$ cat src/rtl/mips16_pkg.sv
// ============================================================================
// mips16_pkg : shared widths, encodings and FSM state type for the MIPS16 core
// Revision   : 1.0
// ============================================================================
`default_nettype none

package mips16_pkg;

  localparam int unsigned INSTR_W = 16;
  localparam int unsigned FIELD_W = 4;

  localparam logic [INSTR_W-1:0] NOP_INSTR       = 16'h0000;
  localparam logic [FIELD_W-1:0] HALT_OP_DEFAULT = 4'hF;

  typedef enum logic [0:0] {
    ST_RUN  = 1'b0,
    ST_HALT = 1'b1
  } fetch_state_e;

  function automatic logic [15:0] sat_inc16(input logic [15:0] v);
    return (v == 16'hFFFF) ? v : v + 16'h0001;
  endfunction

endpackage

`default_nettype wire

$ cat src/rtl/fetch_pc.sv
// ============================================================================
// fetch_pc : program counter register with next-PC select (reset/redirect/advance)
// Revision : 1.0
// ============================================================================
`default_nettype none

module fetch_pc
  import mips16_pkg::*;
#(
  parameter logic [INSTR_W-1:0] RESET_PC = 16'h0000
) (
  input  logic               clk,
  input  logic               rst,
  input  logic               redirect,
  input  logic [INSTR_W-1:0] target,
  input  logic               advance,
  output logic [INSTR_W-1:0] pc,
  output logic [INSTR_W-1:0] pc_plus1
);

  logic [INSTR_W-1:0] pc_q;
  logic [INSTR_W-1:0] pc_d;

  // Natural 16-bit wrap: 16'hFFFF + 1 becomes 16'h0000
  assign pc_plus1 = pc_q + 16'h0001;
  assign pc       = pc_q;

  always_comb begin
    pc_d = pc_q;
    if (redirect) begin
      pc_d = target;
    end else if (advance) begin
      pc_d = pc_plus1;
    end
  end

  always_ff @(posedge clk) begin
    if (rst) begin
      pc_q <= RESET_PC;
    end else begin
      pc_q <= pc_d;
    end
  end

endmodule

`default_nettype wire

$ cat src/rtl/fetch_stage.sv
// ============================================================================
// fetch_stage : IF stage with IF/ID register and RUN/HALT control
//               Optional perf counters enabled by macro FETCH_PERF_CNT_EN
// Revision    : 1.0
// ============================================================================
`default_nettype none

module fetch_stage
  import mips16_pkg::*;
#(
  parameter logic [INSTR_W-1:0] RESET_PC = 16'h0000,
  parameter logic [FIELD_W-1:0] HALT_OP  = HALT_OP_DEFAULT
) (
  input  logic               clk,
  input  logic               rst,
  input  logic               stall,
  input  logic               branch_taken,
  input  logic [INSTR_W-1:0] branch_target,
  output logic [INSTR_W-1:0] imem_addr,
  input  logic [INSTR_W-1:0] imem_data,
  output logic [INSTR_W-1:0] id_instr,
  output logic [INSTR_W-1:0] id_pc_plus1,
  output logic               id_valid,
  output logic [FIELD_W-1:0] id_opcode,
  output logic [FIELD_W-1:0] id_rs,
  output logic [FIELD_W-1:0] id_rt,
  output logic [FIELD_W-1:0] id_imm4,
  output logic               halted
`ifdef FETCH_PERF_CNT_EN
  ,
  output logic [15:0]        perf_fetch_cnt,
  output logic [15:0]        perf_bubble_cnt
`endif
);

  fetch_state_e       state_q, state_d;
  logic [INSTR_W-1:0] id_instr_q, id_instr_d;
  logic [INSTR_W-1:0] id_pc_plus1_q, id_pc_plus1_d;
  logic               id_valid_q, id_valid_d;
  logic [INSTR_W-1:0] pc;
  logic [INSTR_W-1:0] pc_plus1;
  logic               advance;

  // Redirect outranks stall, and stall outranks HALT
  assign advance = !branch_taken && !stall && (state_q == ST_RUN);

  fetch_pc #(
    .RESET_PC (RESET_PC)
  ) u_fetch_pc (
    .clk      (clk),
    .rst      (rst),
    .redirect (branch_taken),
    .target   (branch_target),
    .advance  (advance),
    .pc       (pc),
    .pc_plus1 (pc_plus1)
  );

  always_comb begin
    state_d       = state_q;
    id_instr_d    = id_instr_q;
    id_pc_plus1_d = id_pc_plus1_q;
    id_valid_d    = id_valid_q;
    if (branch_taken) begin
      id_instr_d = NOP_INSTR;
      id_valid_d = 1'b0;
      state_d    = ST_RUN;
    end else if (advance) begin
      id_instr_d    = imem_data;
      id_pc_plus1_d = pc_plus1;
      id_valid_d    = 1'b1;
      if (imem_data[15:12] == HALT_OP) begin
        state_d = ST_HALT;
      end
    end
  end

  always_ff @(posedge clk) begin
    if (rst) begin
      state_q       <= ST_RUN;
      id_instr_q    <= NOP_INSTR;
      id_pc_plus1_q <= 16'h0000;
      id_valid_q    <= 1'b0;
    end else begin
      state_q       <= state_d;
      id_instr_q    <= id_instr_d;
      id_pc_plus1_q <= id_pc_plus1_d;
      id_valid_q    <= id_valid_d;
    end
  end

  assign imem_addr   = pc;
  assign id_instr    = id_instr_q;
  assign id_pc_plus1 = id_pc_plus1_q;
  assign id_valid    = id_valid_q;
  assign id_opcode   = id_instr_q[15:12];
  assign id_rs       = id_instr_q[11:8];
  assign id_rt       = id_instr_q[7:4];
  assign id_imm4     = id_instr_q[3:0];
  assign halted      = (state_q == ST_HALT);

`ifdef FETCH_PERF_CNT_EN
  logic [15:0] perf_fetch_cnt_q, perf_fetch_cnt_d;
  logic [15:0] perf_bubble_cnt_q, perf_bubble_cnt_d;

  always_comb begin
    perf_fetch_cnt_d  = perf_fetch_cnt_q;
    perf_bubble_cnt_d = perf_bubble_cnt_q;
    if (advance) begin
      perf_fetch_cnt_d = sat_inc16(perf_fetch_cnt_q);
    end
    if (stall || branch_taken) begin
      perf_bubble_cnt_d = sat_inc16(perf_bubble_cnt_q);
    end
  end

  always_ff @(posedge clk) begin
    if (rst) begin
      perf_fetch_cnt_q  <= 16'h0000;
      perf_bubble_cnt_q <= 16'h0000;
    end else begin
      perf_fetch_cnt_q  <= perf_fetch_cnt_d;
      perf_bubble_cnt_q <= perf_bubble_cnt_d;
    end
  end

  assign perf_fetch_cnt  = perf_fetch_cnt_q;
  assign perf_bubble_cnt = perf_bubble_cnt_q;
`endif

endmodule

`default_nettype wire

$ cat config.mk
export PLATFORM = sky130hd
export DESIGN_NAME = fetch_stage
export DESIGN_NICKNAME = d
export VERILOG_FILES = /design/src/rtl/mips16_pkg.sv /design/src/rtl/fetch_pc.sv /design/src/rtl/fetch_stage.sv
export SDC_FILE = /design/constraint.sdc
export NUM_CORES = 1
export LEC_CHECK = 0
export CAP_MARGIN = 10
export CORE_ASPECT_RATIO = 0.75
export CORE_UTILIZATION = 46
export CTS_CLUSTER_SIZE = 24
export DETAILED_ROUTE_END_ITERATION = 10
export PLACE_DENSITY = 0.95
export SYNTH_ARGS = -nofsm -noshare
export SYNTH_HDL_FRONTEND = slang
export SYNTH_SLANG_ARGS = --single-unit
$ cat constraint.sdc
create_clock -name clk -period 5.35 [get_ports clk]
set_clock_uncertainty 0.15 [all_clocks]
set_input_delay 0.535 -clock clk [delete_from_list [all_inputs] [get_ports clk]]
set_output_delay 0.535 -clock clk [all_outputs]
set_load 0.01 [all_outputs]
After elaboration in Yosys (flattened, before gate mapping)
Index checks and enable logic that the tools add are counted.
Operators by class
  reductions and logical operators: 8
  bitwise operators: 2
  mux-type cells: 2
  equal/unequal tests: 1
  add/subtract/negate cells: 1
Operators with widths (count)
  $mux W16: 2
  $add A16 B1 Y16 const B: 1
  $eq A4 B4 Y1 const B: 1
  $reduce_and A2 Y1: 2
  $logic_and A1 B1 Y1: 2
  $logic_not A1 Y1: 2
  $not A1 Y1: 2
  $reduce_bool A2 Y1: 1
  $reduce_or A2 Y1: 1
Storage, ports and cells
  output and inout port bits: 66
  flip-flop bits (word level): 50

Depth between registers and ports, before layout
Gate-level depths: netlist (run 1).
  depth in word-level cells: 5
  gate-level depth with buffers: 6

Modules after synthesis
A second synthesis (run 1) with hierarchy kept.
Second synthesis, totals
  cell total of the unflattened synthesis: 324
  area total of the unflattened synthesis: 2902.8 µm²
By module, submodules not included
  fetch_stage: instances 1, cells each 177, sequential area each 680.7 µm², area an instance 1721.7 µm²
  fetch_pc: instances 1, cells each 147, sequential area each 320.3 µm², area an instance 1181.1 µm²

Worst setup path after synthesis (run 1)
OpenSTA, ideal clock, no wires.
  path type: reg-to-reg
  start: reg u_fetch_pc.pc_q[2] (netlist: u_fetch_pc.pc[2])
  end: reg id_pc_plus1_q[15] (netlist: id_pc_plus1[15])
  stages on the path, launching flop included: 6
  setup slack: 3.510 ns
  arrival time: 1.602 ns
  library setup time: 0.088 ns
  required time: 5.112 ns
  cells stage by stage: dfxtp_1 -> buf_4 -> nand2_2 -> or3_4 -> or3_1 -> a311oi_2
On the way
  cells in the longest elaborated chain, start to end: 1
RTL lines
  start, declared: RTL line fetch_pc.sv:21  | logic [INSTR_W-1:0] pc_q;
  start signal, assigned: RTL line fetch_pc.sv:41  | pc_q <= pc_d;
  $add A16 B1 Y16: RTL line fetch_pc.sv:25  | assign pc_plus1 = pc_q + 16'h0001;
  end signal, assigned: RTL line fetch_stage.sv:87  | id_pc_plus1_q <= id_pc_plus1_d;
  end, declared: RTL line fetch_stage.sv:38  | logic [INSTR_W-1:0] id_pc_plus1_q, id_pc_plus1_d;
No other way between the ends.
A chain may end at the register's enable or synchronous reset.

Worst setup path after layout (run 1)
  start: in stall
  end: reg id_pc_plus1_q[0] (netlist: id_pc_plus1[0])
On the way
  cells in the longest elaborated chain, start to end: 4
RTL lines
  start, declared: RTL line fetch_stage.sv:16  | input logic stall,
  $logic_not A1 Y1: RTL line fetch_stage.sv:45  | assign advance = !branch_taken && !stall && (state_q == ST_RUN);
  $logic_and A1 B1 Y1 (2 in series): RTL line fetch_stage.sv:45
  $reduce_and A2 Y1 (no source line)
No other way between the ends.

==> metrics.md, run 1 <==
| Metric | Value |
|---|---|
| Status | finished clean |
| Maximum vdd drop | ~0.00017 V |
| Synthesized area | 2474 um^2 |
| Nets@finish | 414 |
| Io pins | 102 |
| Worst-Margin Slew | approximately 1100 ps |
| Async set or reset register ratio after synthesis | 0% |
| First-pass GRT wire length | between 10000 and 15000 um |
| Syn nets | 341 |
| Worst Setup End Kind | register |
| Distinct cells, synth | 39 |
| Root Driver | clkbuf_8 |
| Top FF cell, synth | dfxtp_1 |
| CTS sink cnt | 50 |
| Die span in x | between 80 and 90 um |
| WL final | 6704 um |
| Post-Synth Adder-Cell Area | 0.5058% |
| Synth-to-Final Area Change | 40.21% |
| Commonest non-fill, non-tap cell in the layout | clkdlybuf4s50_1 |
| Synth Instances | 304 |
| Total number of vias | 2387 |
| Worst-Skew Late Latency | 310 ps |
| Average vias per placed instance | 5.304 |
| Total GRT Usage | 24.11% |
| Clk pin slew, worst setup/hold paths | about 90 ps |
| TritonCTS clock tree | built |
| # Post-CTS Setup Buffers | 0 |
| H-tree Lvls | 2 |
| Die footprint | 5678 um^2 |
| WL/cell | roughly 15 um |
| Worst Path Required | approximately 5400 ps |
| Largest net degree at the start of global routing | 36 |
| Register bit total from synthesis | 50 |
| Worst Path Max Fanout | 32 |
| CP Launch Type | primary input |
| Max-Cap Viols | 0 |
| Port bufs | 101 |
| Most frequent cells in the layout | 101 x clkdlybuf4s50_1, 50 x dfxtp_1, 44 x nand2_1, 28 x a21oi_1, 26 x nor2_1 |
| Initial antenna violation count | 0 |
| Register area share after synthesis | approximately 40% |
| CP arrival | 2950 ps |
| Highest Clock Rate | 0.3445 GHz |
| Number of diodes | 0 |
| Core Area | 5037 um^2 |
| Vias in the first global route | 2139 |
| Setup TNS | 0 ps |
| Max_slew headroom | between 20% and 30% |
| Max-slew violations | 0 |
| Simple-gate share of the synthesized area | 22.61% |
| Post-cts sizing count | 0 |
| Num CTS Buffers | 5 |
| Final GP Congestion | ~0.83 |
| Final setup violation count | 0 |
| Gr ovfl total | 0 |
| Share of layout cells above drive strength 1 | 5.026% |
| Warnings from Yosys | 0 |
| DRC Markers | 0 |
| Largest family of logic cells by synthesized area | simple AND/OR/NAND/NOR gates |
| Mux cell area share after synthesis | 1.619% |
| Longest Clk Path Bufs | 2 |
| DRT Pass-1 Iters | 4 |
| Post-DP HPWL | 4995 um |
| Starting Density | 49.11% |
| Crit Path Class | primary input to register |
| Leak | 1.235 nW |
| Total power | 0.0007898 W |
| DR iter-0 viols | 225 |
| Final period utilization | approximately 54% |
| Routed Antenna Nets | 0 |
| CP max-delay cell | nor2_2 |
| Die height | 65.51 um |
| Post-synthesis compound-gate area fraction | 16.39% |
| Synth Area in XOR/XNOR | 7.790% |
| Hold Vio Cnt, Final | 0 |
| Post-synth EDFFs | 0 |
| Biggest cell delay along the critical path | 980 ps |
| Power per Cell Area | 227.7 nW/um^2 |
| RSZ-0062 raised after global routing | no |
| Worst hold path class | register to register |
| Avg Cell Area, Syn | 8.137 um^2 |
| Critical Path, Cell by Cell | clkdlybuf4s50_1, or2_1, nor2_2, mux2i_1, nor2_1 |
| Min Tclk post-route | 2903 ps |
| Site row count | 22 |
| Cts hold-fix bufs | 0 |
[cells in the mapped netlist (all sizes together), types with 3 or more instances]
master	count	area share [%]
dfxtp	50	40
or3	5	1.5
clkbuf	11	1.7
xor2	9	3.2
xnor2	13	4.6
o21a	7	2.1
o21ai	5	1.0
nor4	9	2.5
a21o	3	0.91
nand4	4	1.3
nor3	7	1.4
mux2i	4	1.6
nor2	27	4.1
nand2	45	6.9
inv	12	1.8
buf	27	7.1
or2	3	0.76
nand3	7	1.9
a21oi	28	5.7
a211oi	13	3.9
[layer usage]
layer | up-vias | GRT usage, % | wire length [um]
met1 | 1095 | 32.37 | 2930
met5 | - | 0 | 0
met3 | 17 | 5.528 | 434
met4 | 0 | 11.25 | 185
met2 | 109 | 36.81 | 3153
li1 | 1166 | - | -
[power breakdown]
group	internal, W	switching (W)	total, W
sequential	0.000393	0.0000250	0.000418
combinational	0.0000886	0.0000689	0.000157
clock	0.0000924	0.000122	0.000215
[sequential cells by signal, indices dropped and copies added, names as in the netlist]
signal,flops
halted,1
id_instr,16
id_pc_plus1,16
id_valid,1
u_fetch_pc.pc,16
[cell families after synthesis]
kind of cell,after synthesis
adders and majority gates,1
AOI/OAI and AO/OA,63
DFF,50
xor gates and xnor gates,22
muxes,4
buffers and inverters,50
and+or+nand+nor,114
[stage by stage]
step | utilization, % | hold slack [ps] | instances | instance area, um^2 | setup WS, ps
finish | 68.85 | 331.1 | 450 | 3468 | 2447
floorplan | - | 342.8 | 304 | 2474 | 3510
global route | 68.85 | 340.4 | 450 | 3468 | 2208
CTS | 68.85 | 324.6 | 450 | 3468 | 2462
global placement | 67.14 | 306.5 | 442 | 3382 | 2257
detailed placement | 67.14 | 316.1 | 442 | 3382 | 2131
[worst max-delay path, delay by kind of cell]
family        cells  cell delay (ps)
mux               1              290
buf+inv           1              450
simple gates      3             1660
[final cells by class]
cell class | instances | area, um^2
multi-input combinational | 204 | 1212
clock buffer | 6 | 72.57
timing repair buffer | 104 | 1033
fill | 390 | 1569
sequential | 50 | 1001
tap | 72 | 90.09
clock inverter | 2 | 13.76
inverter | 12 | 45.04
[worst paths after layout]
path                              startpoint        endpoint  slack [ps]  cells past startpoint
worst max register to register        halted  id_pc_plus1[0]        2770                      4
worst max-delay path                   stall  id_pc_plus1[0]        2450                      5
worst min register to register  id_instr[14]    id_instr[14]         330                      2
worst min-delay path            id_instr[14]    id_instr[14]         330                      2
No activity file was read; power rests on OpenSTA's default activity.
==> inputs of run 2 (changes only) <==
Settings changed: CORE_UTILIZATION 46 to 39, PLACE_DENSITY 0.95 to 0.88.
Clock period 5.35 ns to 2.45 ns, I/O delays scaled along.
==> run 2 against run 1 <==
Effect of this change:
- cell count up 2.9%
- sequential cell count unchanged
- clock power grew to 2.8 times the previous value
- sequential power rose by 120%
- first-iteration DRC count is 0.89% higher
- sequential share of layout area fell by 0.73 points
- count of clock-buffer cells in the layout down 1
- register-to-register slack got worse by 2400 ps
- critical path type is now register to register
- critical endpoint is now id_pc_plus1[14]
- largest cell class unchanged
- largest power group unchanged
==> metrics.md, run 2 (synthesized netlist as in run 1, its figures left out) <==
| Metric | Value |
|---|---|
| Hold Vio Cnt, Final | 0 (unchanged) |
| Initial antenna violation count | 0 (unchanged) |
| Cts hold-fix bufs | 0 (unchanged) |
| Core Area | 5976 um^2 (was 5037 um^2) |
| # Post-CTS Setup Buffers | 0 (unchanged) |
| Final setup violation count | 0 (unchanged) |
| Max_slew headroom | 58.64% (was 25.89%) |
| Placed insts | 455 (was 442) |
| WL final | 6683 um (was 6704 um) |
| Worst Setup End Kind | register (unchanged) |
| First-pass GRT wire length | 10600 um (was 10510 um) |
| Starting Density | 41.39% (was 49.11%) |
| Longest Clk Path Bufs | 2 (unchanged) |
| DR iter-0 viols | 227 (was 225) |
| Worst Path Required | 2530 ps (was 5390 ps) |
| Seq. cell area | 1001 um^2 (unchanged) |
| Number of diodes | 0 (unchanged) |
| Area after DPL | 3442 um^2 (was 3382 um^2) |
| Crit Path Class | register to register (was primary input to register) |
| Biggest cell delay along the critical path | 470 ps (was 980 ps) |
| Port bufs | 101 (unchanged) |
| Fillers | 512 (was 390) |
| Share of layout cells above drive strength 1 | 7.013% (was 5.026%) |
| Total GRT Usage | 20.45% (was 24.11%) |
| Worst Hold Depth | 2 (unchanged) |
| Worst Path Max Fanout | 8 (was 32) |
| Post-DP HPWL | 5140 um (was 4995 um) |
| Final period utilization | approximately 86% |
| Setup TNS | 0 ps (unchanged) |
| R2R setup slack | 350 ps (was 2770 ps) |
| Vias in the first global route | 2095 (was 2139) |
| Reg2reg end | id_pc_plus1[14] (was id_pc_plus1[0]) |
| DRC Markers | 0 (unchanged) |
| Largest net degree at the start of global routing | 31 (was 36) |
| Post-cts sizing count | 0 (unchanged) |
| Synth-to-Final Area Change | 43.85% (was 40.21%) |
| Final core utilization | 59.55% (was 68.85%) |
| RSZ-0062 raised after global routing | no (unchanged) |
| Status | finished clean (unchanged) |
| TritonCTS clock tree | built (unchanged) |
| Hold slack | 323.4 ps (was 331.1 ps) |
| Worst r2r src | u_fetch_pc.pc[1] (was halted) |
| Maximum vdd drop | 0.0003390 V (was 0.0001738 V) |
| Gr ovfl total | 0 (unchanged) |
| Max-slew violations | 0 (unchanged) |
| WL/cell | 14.43 um (was 14.90 um) |
| Site row count | 24 (was 22) |
| Final GP Congestion | 0.8483 (was 0.8277) |
| Die footprint | 6668 um^2 (was 5678 um^2) |
| Clk pin slew, worst setup/hold paths | 100 ps (was 90 ps) |
| Num CTS Buffers | 5 (unchanged) |
| H-tree Lvls | 2 (unchanged) |
| CP max-delay cell | dfxtp_1 (was nor2_2) |
| CP startpoint | u_fetch_pc.pc[1] (was stall) |
| Io pins | 102 (unchanged) |
| DRT Pass-1 Iters | 4 (unchanged) |
| CP Launch Type | register (was primary input) |
| Most frequent cells in the layout | 101 x clkdlybuf4s50_1, 50 x dfxtp_1, 44 x nand2_1, 28 x a21oi_1, 26 x nor2_1 (unchanged) |
| Min Tclk post-route | around 2100 ps |
| Max-Cap Viols | 0 (unchanged) |
| Total number of vias | 2374 (was 2387) |
| Post-route cell area | 3558 um^2 (was 3468 um^2) |
| Power per Cell Area | 523.9 nW/um^2 (was 227.7 nW/um^2) |
| Commonest non-fill, non-tap cell in the layout | clkdlybuf4s50_1 (unchanged) |
| Critical Path, Cell by Cell | ha_1, nand4_2, nor4_1, xnor2_1, a211oi_1 (was clkdlybuf4s50_1, or2_1, nor2_2, mux2i_1, nor2_1) |
| Highest Clock Rate | 0.4753 GHz |
| Area of the multi-input gates | 1212 um^2 (unchanged) |
| Worst Setup EP | id_pc_plus1[14] (was id_pc_plus1[0]) |
| Leak | 1.283 nW (was 1.235 nW) |
| Finished Layout Cells | 463 (was 450) |
| Die height | 70.97 um (was 65.51 um) |
| Routed Antenna Nets | 0 (unchanged) |
| Worst-Skew Late Latency | 310 ps (about the same) |
| Average vias per placed instance | 5.127 (was 5.304) |
| Worst hold path class | register to register (unchanged) |
| Worst hold path startpoint | id_instr[0] (was id_instr[14]) |
| Worst-Margin Slew | 618.5 ps (was 1112 ps) |
| Root Driver | clkbuf_8 (unchanged) |
| CTS sink cnt | 50 (unchanged) |
| Reg2reg path depth | 5 (was 4) |
| Die span in x | 93.96 um (was 86.68 um) |
| Nets@finish | 421 (was 414) |
| CP arrival | 2180 ps (was 2950 ps) |
==> run 2: worst max-delay path: cells and delay by family (launching register included) <==
kind                       cells  cell delay [ps]
and+or+nand+nor                2              700
xor gates and xnor gates       1              140
AOI/OAI and AO/OA              1              230
adders and majority gates      1              330
DFF                            1              470
==> run 2: how the worst min path moves through the flow <==
stage / to
after floorplan: id_instr[0]
after global placement: id_valid
after detailed placement: id_valid
after CTS: id_instr[6]
after global routing: id_instr[5]
final: id_instr[0]
==> run 2: stage by stage <==
stage	setup WS, ps	total power [W]
6_report	346.2	0.001864
5_1_grt	104.3	0.001957
4_1_cts	369.4	0.001883
3_5_place_dp	161.6	0.001280
3_3_place_gp	241.7	0.001269
2_1_floorplan	609.5	0.001087
==> run 2: power breakdown <==
group          switching [W]  leakage [nW]  internal (W)  total, W
combinational       0.000157         0.813      0.000200  0.000357
clock               0.000291        0.0591      0.000312  0.000602
sequential         0.0000480         0.411      0.000857  0.000905
==> run 2: layer usage <==
| layer | up-vias | global-route usage, % | part of all wire [%] |
|---|---|---|---|
| met1 | 1114 | 28.43 | 47 |
| met3 | 10 | 4.301 | 5.1 |
| li1 | 1178 | - | - |
| met5 | - | 0 | 0 |
| met2 | 72 | 30.90 | 47 |
| met4 | 0 | 8.205 | 1.3 |
==> run 2: cell type report <==
cell class / count / share of cell area, %
well taps: 78 / 2.743
multi-input cells: 204 / 34.07
clock buffers: 5 / 1.934
flip-flops and latches: 50 / 28.13
clock inverters: 3 / 1.336
repair buffers: 111 / 30.52
inverters: 12 / 1.266
==> inputs of run 3 (changes only) <==
Settings changed: CAP_MARGIN 10 to unset, CORE_UTILIZATION 39 to 34, PLACE_DENSITY 0.88 to 0.77, SYNTH_HIERARCHICAL set to 1.
==> run 3 against run 2 <==
Effect of this change:
- non-clock buffer count up 2
- combinational power down 9.0%
- count of clock-buffer cells in the layout up 2
- setup slack worse by 100 ps
- synthesized cell count up 6.6%
- via count up 12%
- first-iteration DRC count down 11%
- synthesized area up 17%
- sequential cell count unchanged
- critical path depth up 1
- critical path type unchanged
- critical endpoint is now id_pc_plus1[12]
==> metrics.md, run 3 <==
| Metric | Value |
|---|---|
| Status | finished clean (unchanged) |
| Top cells by count, synth | 50 x dfxtp_1, 32 x o31ai_1, 32 x or4b_1 (was 50 x dfxtp_1, 44 x nand2_1, 28 x a21oi_1) |
| Total GRT Usage | 16.94% (was 20.45%) |
| Syn nets | 361 (was 341) |
| Post-synth EDFFs | 0 (unchanged) |
| Die footprint | 8915 um^2 (was 6668 um^2) |
| Worst Setup End Kind | register (unchanged) |
| Power per Cell Area | 497.5 nW/um^2 (was 523.9 nW/um^2) |
| Area of the multi-input gates | 1562 um^2 (was 1212 um^2) |
| Comb pwr share | 16.3% (was 19.1%) |
| R2R setup slack | 240 ps (was 350 ps) |
| Worst r2r src | u_fetch_pc/pc[8] (was u_fetch_pc.pc[1]) |
| Seq pwr share | 44.7% (was 48.6%) |
| Total number of vias | 2667 (was 2374) |
| WL final | 7698 um (was 6683 um) |
| Worst Path Required | 2510 ps (was 2530 ps) |
| Worst Hold Depth | 2 (unchanged) |
| RSZ-0062 raised after global routing | no (unchanged) |
| Distinct cells, synth | 36 (was 39) |
| Commonest non-fill, non-tap cell in the layout | clkdlybuf4s50_1 (unchanged) |
| Top-count cell post-synth | dfxtp_1 (unchanged) |
| Biggest cell delay along the critical path | 480 ps (was 470 ps) |
| Crit path max-delay family | simple AND/OR/NAND/NOR gates (unchanged) |
| WL/cell | 15.46 um (was 14.43 um) |
| Worst hold path class | register to register (unchanged) |
| CTS sink cnt | 50 (unchanged) |
| Finished Layout Cells | 498 (was 463) |
| Die height | 82.02 um (was 70.97 um) |
| Final GP Congestion | 0.8982 (was 0.8483) |
| Final core utilization | 49.40% (was 59.55%) |
| Warnings from Yosys | 6 (was 0) |
| Internal power | 0.001509 W (was 0.001369 W) |
| Critical Path, Cell by Cell | nand3_2, or3_4, nor2_2, xor2_1, or4b_1, a21oi_1 (was ha_1, nand4_2, nor4_1, xnor2_1, a211oi_1) |
| Max_slew headroom | 40.12% (was 58.64%) |
| Worst-Skew Late Latency | 280 ps (was 310 ps) |
| Die span in x | 108.7 um (was 93.96 um) |
| Num CTS Buffers | 5 (unchanged) |
| Worst Path Max Fanout | 8 (unchanged) |
| Longest Clk Path Bufs | 2 (unchanged) |
| Nets@finish | 429 (was 421) |
| Post-DP HPWL | 5261 um (was 5140 um) |
| Maximum vdd drop | 0.0002945 V (was 0.0003390 V) |
| Port bufs | 101 (unchanged) |
| First-pass GRT wire length | 11900 um (was 10600 um) |
| Synth Instances | 324 (was 304) |
| Root Driver | clkbuf_16 (was clkbuf_8) |
| Top FF cell, synth | dfxtp_1 (unchanged) |
| Starting Density | 35.87% (was 41.39%) |
| Cts hold-fix bufs | 0 (unchanged) |
| Gr ovfl total | 0 (unchanged) |
| Clk pin slew, worst setup/hold paths | 70 ps (was 100 ps) |
| Synthesized area | 2903 um^2 (was 2474 um^2) |
| Avg Cell Area, Syn | 8.959 um^2 (was 8.137 um^2) |
| TritonCTS clock tree | built (unchanged) |
| Vias in the first global route | 2343 (was 2095) |
| Routed Antenna Nets | 0 (unchanged) |
| WHS Endpoint | id_pc_plus1[0] (was id_instr[0]) |
| Placed insts | 490 (was 455) |
| Worst-Margin Slew | 898.1 ps (was 618.5 ps) |
| Async set or reset register ratio after synthesis | 0% (unchanged) |
| Hold Vio Cnt, Final | 0 (unchanged) |
| CP max-delay cell | dfxtp_1 (unchanged) |
| Setup ws final | 241.7 ps (was 346.2 ps) |
| # Post-CTS Setup Buffers | 0 (unchanged) |
| CP Launch Type | register (unchanged) |
| Min Tclk post-route | 2208 ps (was 2104 ps) |
| Crit Path Class | register to register (unchanged) |
| Highest Clock Rate | 0.4528 GHz (was 0.4753 GHz) |
| Post-cts sizing count | 0 (unchanged) |
| Io pins | 102 (unchanged) |
| Synth area leaders | dfxtp_1 34%, or4b_1 11%, o31ai_1 8.3%, a21oi_1 5.0%, xor2_1 4.8% (was dfxtp_1 40%, nand2_1 6.7%, a21oi_1 5.7%, buf_4 5.5%, xnor2_1 4.6%) |
| Register area share after synthesis | 34.48% (was 40.47%) |
| Cell taking the most area after synthesis | dfxtp_1 (unchanged) |
| Max-slew violations | 0 (unchanged) |
| DRC Markers | 0 (unchanged) |
| Worst hold path startpoint | id_pc_plus1[0] (was id_instr[0]) |
| Site row count | 28 (was 24) |
| H-tree Lvls | 2 (unchanged) |
| Number of diodes | 0 (unchanged) |
| Largest net degree at the start of global routing | 96 (was 31) |
| Most frequent cells in the layout | 99 x clkdlybuf4s50_1, 49 x dfxtp_1, 32 x or4b_1, 32 x o31ai_1, 29 x a21oi_1 (was 101 x clkdlybuf4s50_1, 50 x dfxtp_1, 44 x nand2_1, 28 x a21oi_1, 26 x nor2_1) |
| Clock group share of total power | 38.9% (was 32.3%) |
| Final setup violation count | 0 (unchanged) |
| Reg2reg end | id_pc_plus1[12] (was id_pc_plus1[14]) |
| Sw frac | 24.11% (was 26.56%) |
| Leak | 1.440 nW (was 1.283 nW) |
| Core Area | 8093 um^2 (was 5976 um^2) |
| Worst slack, placed | 283.5 ps (was 161.6 ps) |
| Seq. cell area | 1002 um^2 (was 1001 um^2) |
| Register bit total from synthesis | 50 (unchanged) |
| Buffers & Inverters on Critical Path | 0 (unchanged) |
| DR iter-0 viols | 202 (was 227) |
| Synth top area share | 34.48% (was 40.47%) |
| Synth-to-Final Area Change | 37.72% (was 43.85%) |
| Switch Pwr | 0.0004796 W (was 0.0004952 W) |
| DRT Pass-1 Iters | 4 (unchanged) |
| Initial antenna violation count | 0 (unchanged) |
| Final period utilization | 90.14% (was 85.87%) |
| Fillers | 757 (was 512) |
| Setup TNS | 0 ps (unchanged) |
| CP arrival | 2270 ps (was 2180 ps) |
| Share of layout cells above drive strength 1 | 7.888% (was 7.013%) |
| Reg2reg path depth | 6 (was 5) |
| Average vias per placed instance | 5.355 (was 5.127) |
| Max-Cap Viols | 0 (unchanged) |
run 3: changes by cell type after synthesis, moves of 7 or more:
cell and delta:
a21boi_0 +15, nor2_1 -16, clkbuf_1 +8, nand2_1 -39, xor2_1 +7, or4b_1 +32
o31ai_1 +32, a211oi_1 -13
run 3: cell families after synthesis:
| family | count (synthesis) | share of synthesized area [%] |
|---|---|---|
| buffers and inverters | 65 | 11.72 |
| adders and majority gates | 1 | 0.4310 |
| AOI/OAI and AO/OA | 91 | 20.99 |
| xor gates and xnor gates | 28 | 8.448 |
| and+or+nand+nor | 85 | 22.54 |
| DFF | 50 | 34.48 |
| muxes | 4 | 1.379 |
run 3: power by group through the flow:
| stage | clock network (W) | logic [W] | registers, W |
|---|---|---|---|
| floorplan | 0 | 0.000160 | 0.000910 |
| global placement | 0 | 0.000320 | 0.000904 |
| detailed placement | 0 | 0.000322 | 0.000907 |
| CTS | 0.000792 | 0.000325 | 0.000889 |
| global route | 0.000831 | 0.000350 | 0.000894 |
| finish | 0.000774 | 0.000325 | 0.000890 |
run 3: area by class of cell:
type | count | share of cell area, %
clock buffer | 7 | 3.318
timing repair buffer | 113 | 27.29
sequential | 50 | 25.07
clock inverter | 1 | 0.7512
multi-input combinational | 209 | 39.06
tap | 105 | 3.286
inverter | 13 | 1.221
run 3: metrics by stage:
| step | cell area (um^2) | power [W] | hold WS [ps] |
|---|---|---|---|
| after floorplan | 2903 | 0.001070 | 237.7 |
| after global placement | 3835 | 0.001224 | 302.8 |
| after detailed placement | 3835 | 0.001229 | 312.5 |
| after CTS | 3998 | 0.002006 | 321.6 |
| after global routing | 3998 | 0.002075 | 340.0 |
| final | 3998 | 0.001989 | 318.4 |
run 3: how the worst max path moves through the flow:
stage / cells past startpoint / start / slack (ps) / endpoint
2_1_floorplan: 8 / u_fetch_pc/pc[0] / 120 / id_pc_plus1[14]
3_3_place_gp: 6 / u_fetch_pc/pc[8] / 340 / id_pc_plus1[14]
3_5_place_dp: 6 / u_fetch_pc/pc[8] / 280 / id_pc_plus1[12]
4_1_cts: 6 / u_fetch_pc/pc[8] / 260 / id_pc_plus1[12]
5_1_grt: 6 / u_fetch_pc/pc[8] / 130 / id_pc_plus1[14]
6_report: 6 / u_fetch_pc/pc[8] / 240 / id_pc_plus1[12]
run 3: worst register-to-register path: cells and delay by family, from the launching register on:
| kind | cells | cell delay [ps] |
|---|---|---|
| and+or+nand+nor | 4 | 1250 |
| DFF | 1 | 480 |
| AOI/OAI and AO/OA | 1 | 130 |
| xor gates and xnor gates | 1 | 130 |
run 3: metal layers:
layer / vias up / wire [um] / global-route usage (%)
met1: 1240 / 3754 / 23.00
li1: 1310 / - / -
met4: 0 / 63 / 3.378
met3: 10 / 539 / 4.048
met5: - / 0 / 0
met2: 107 / 3340 / 27.34
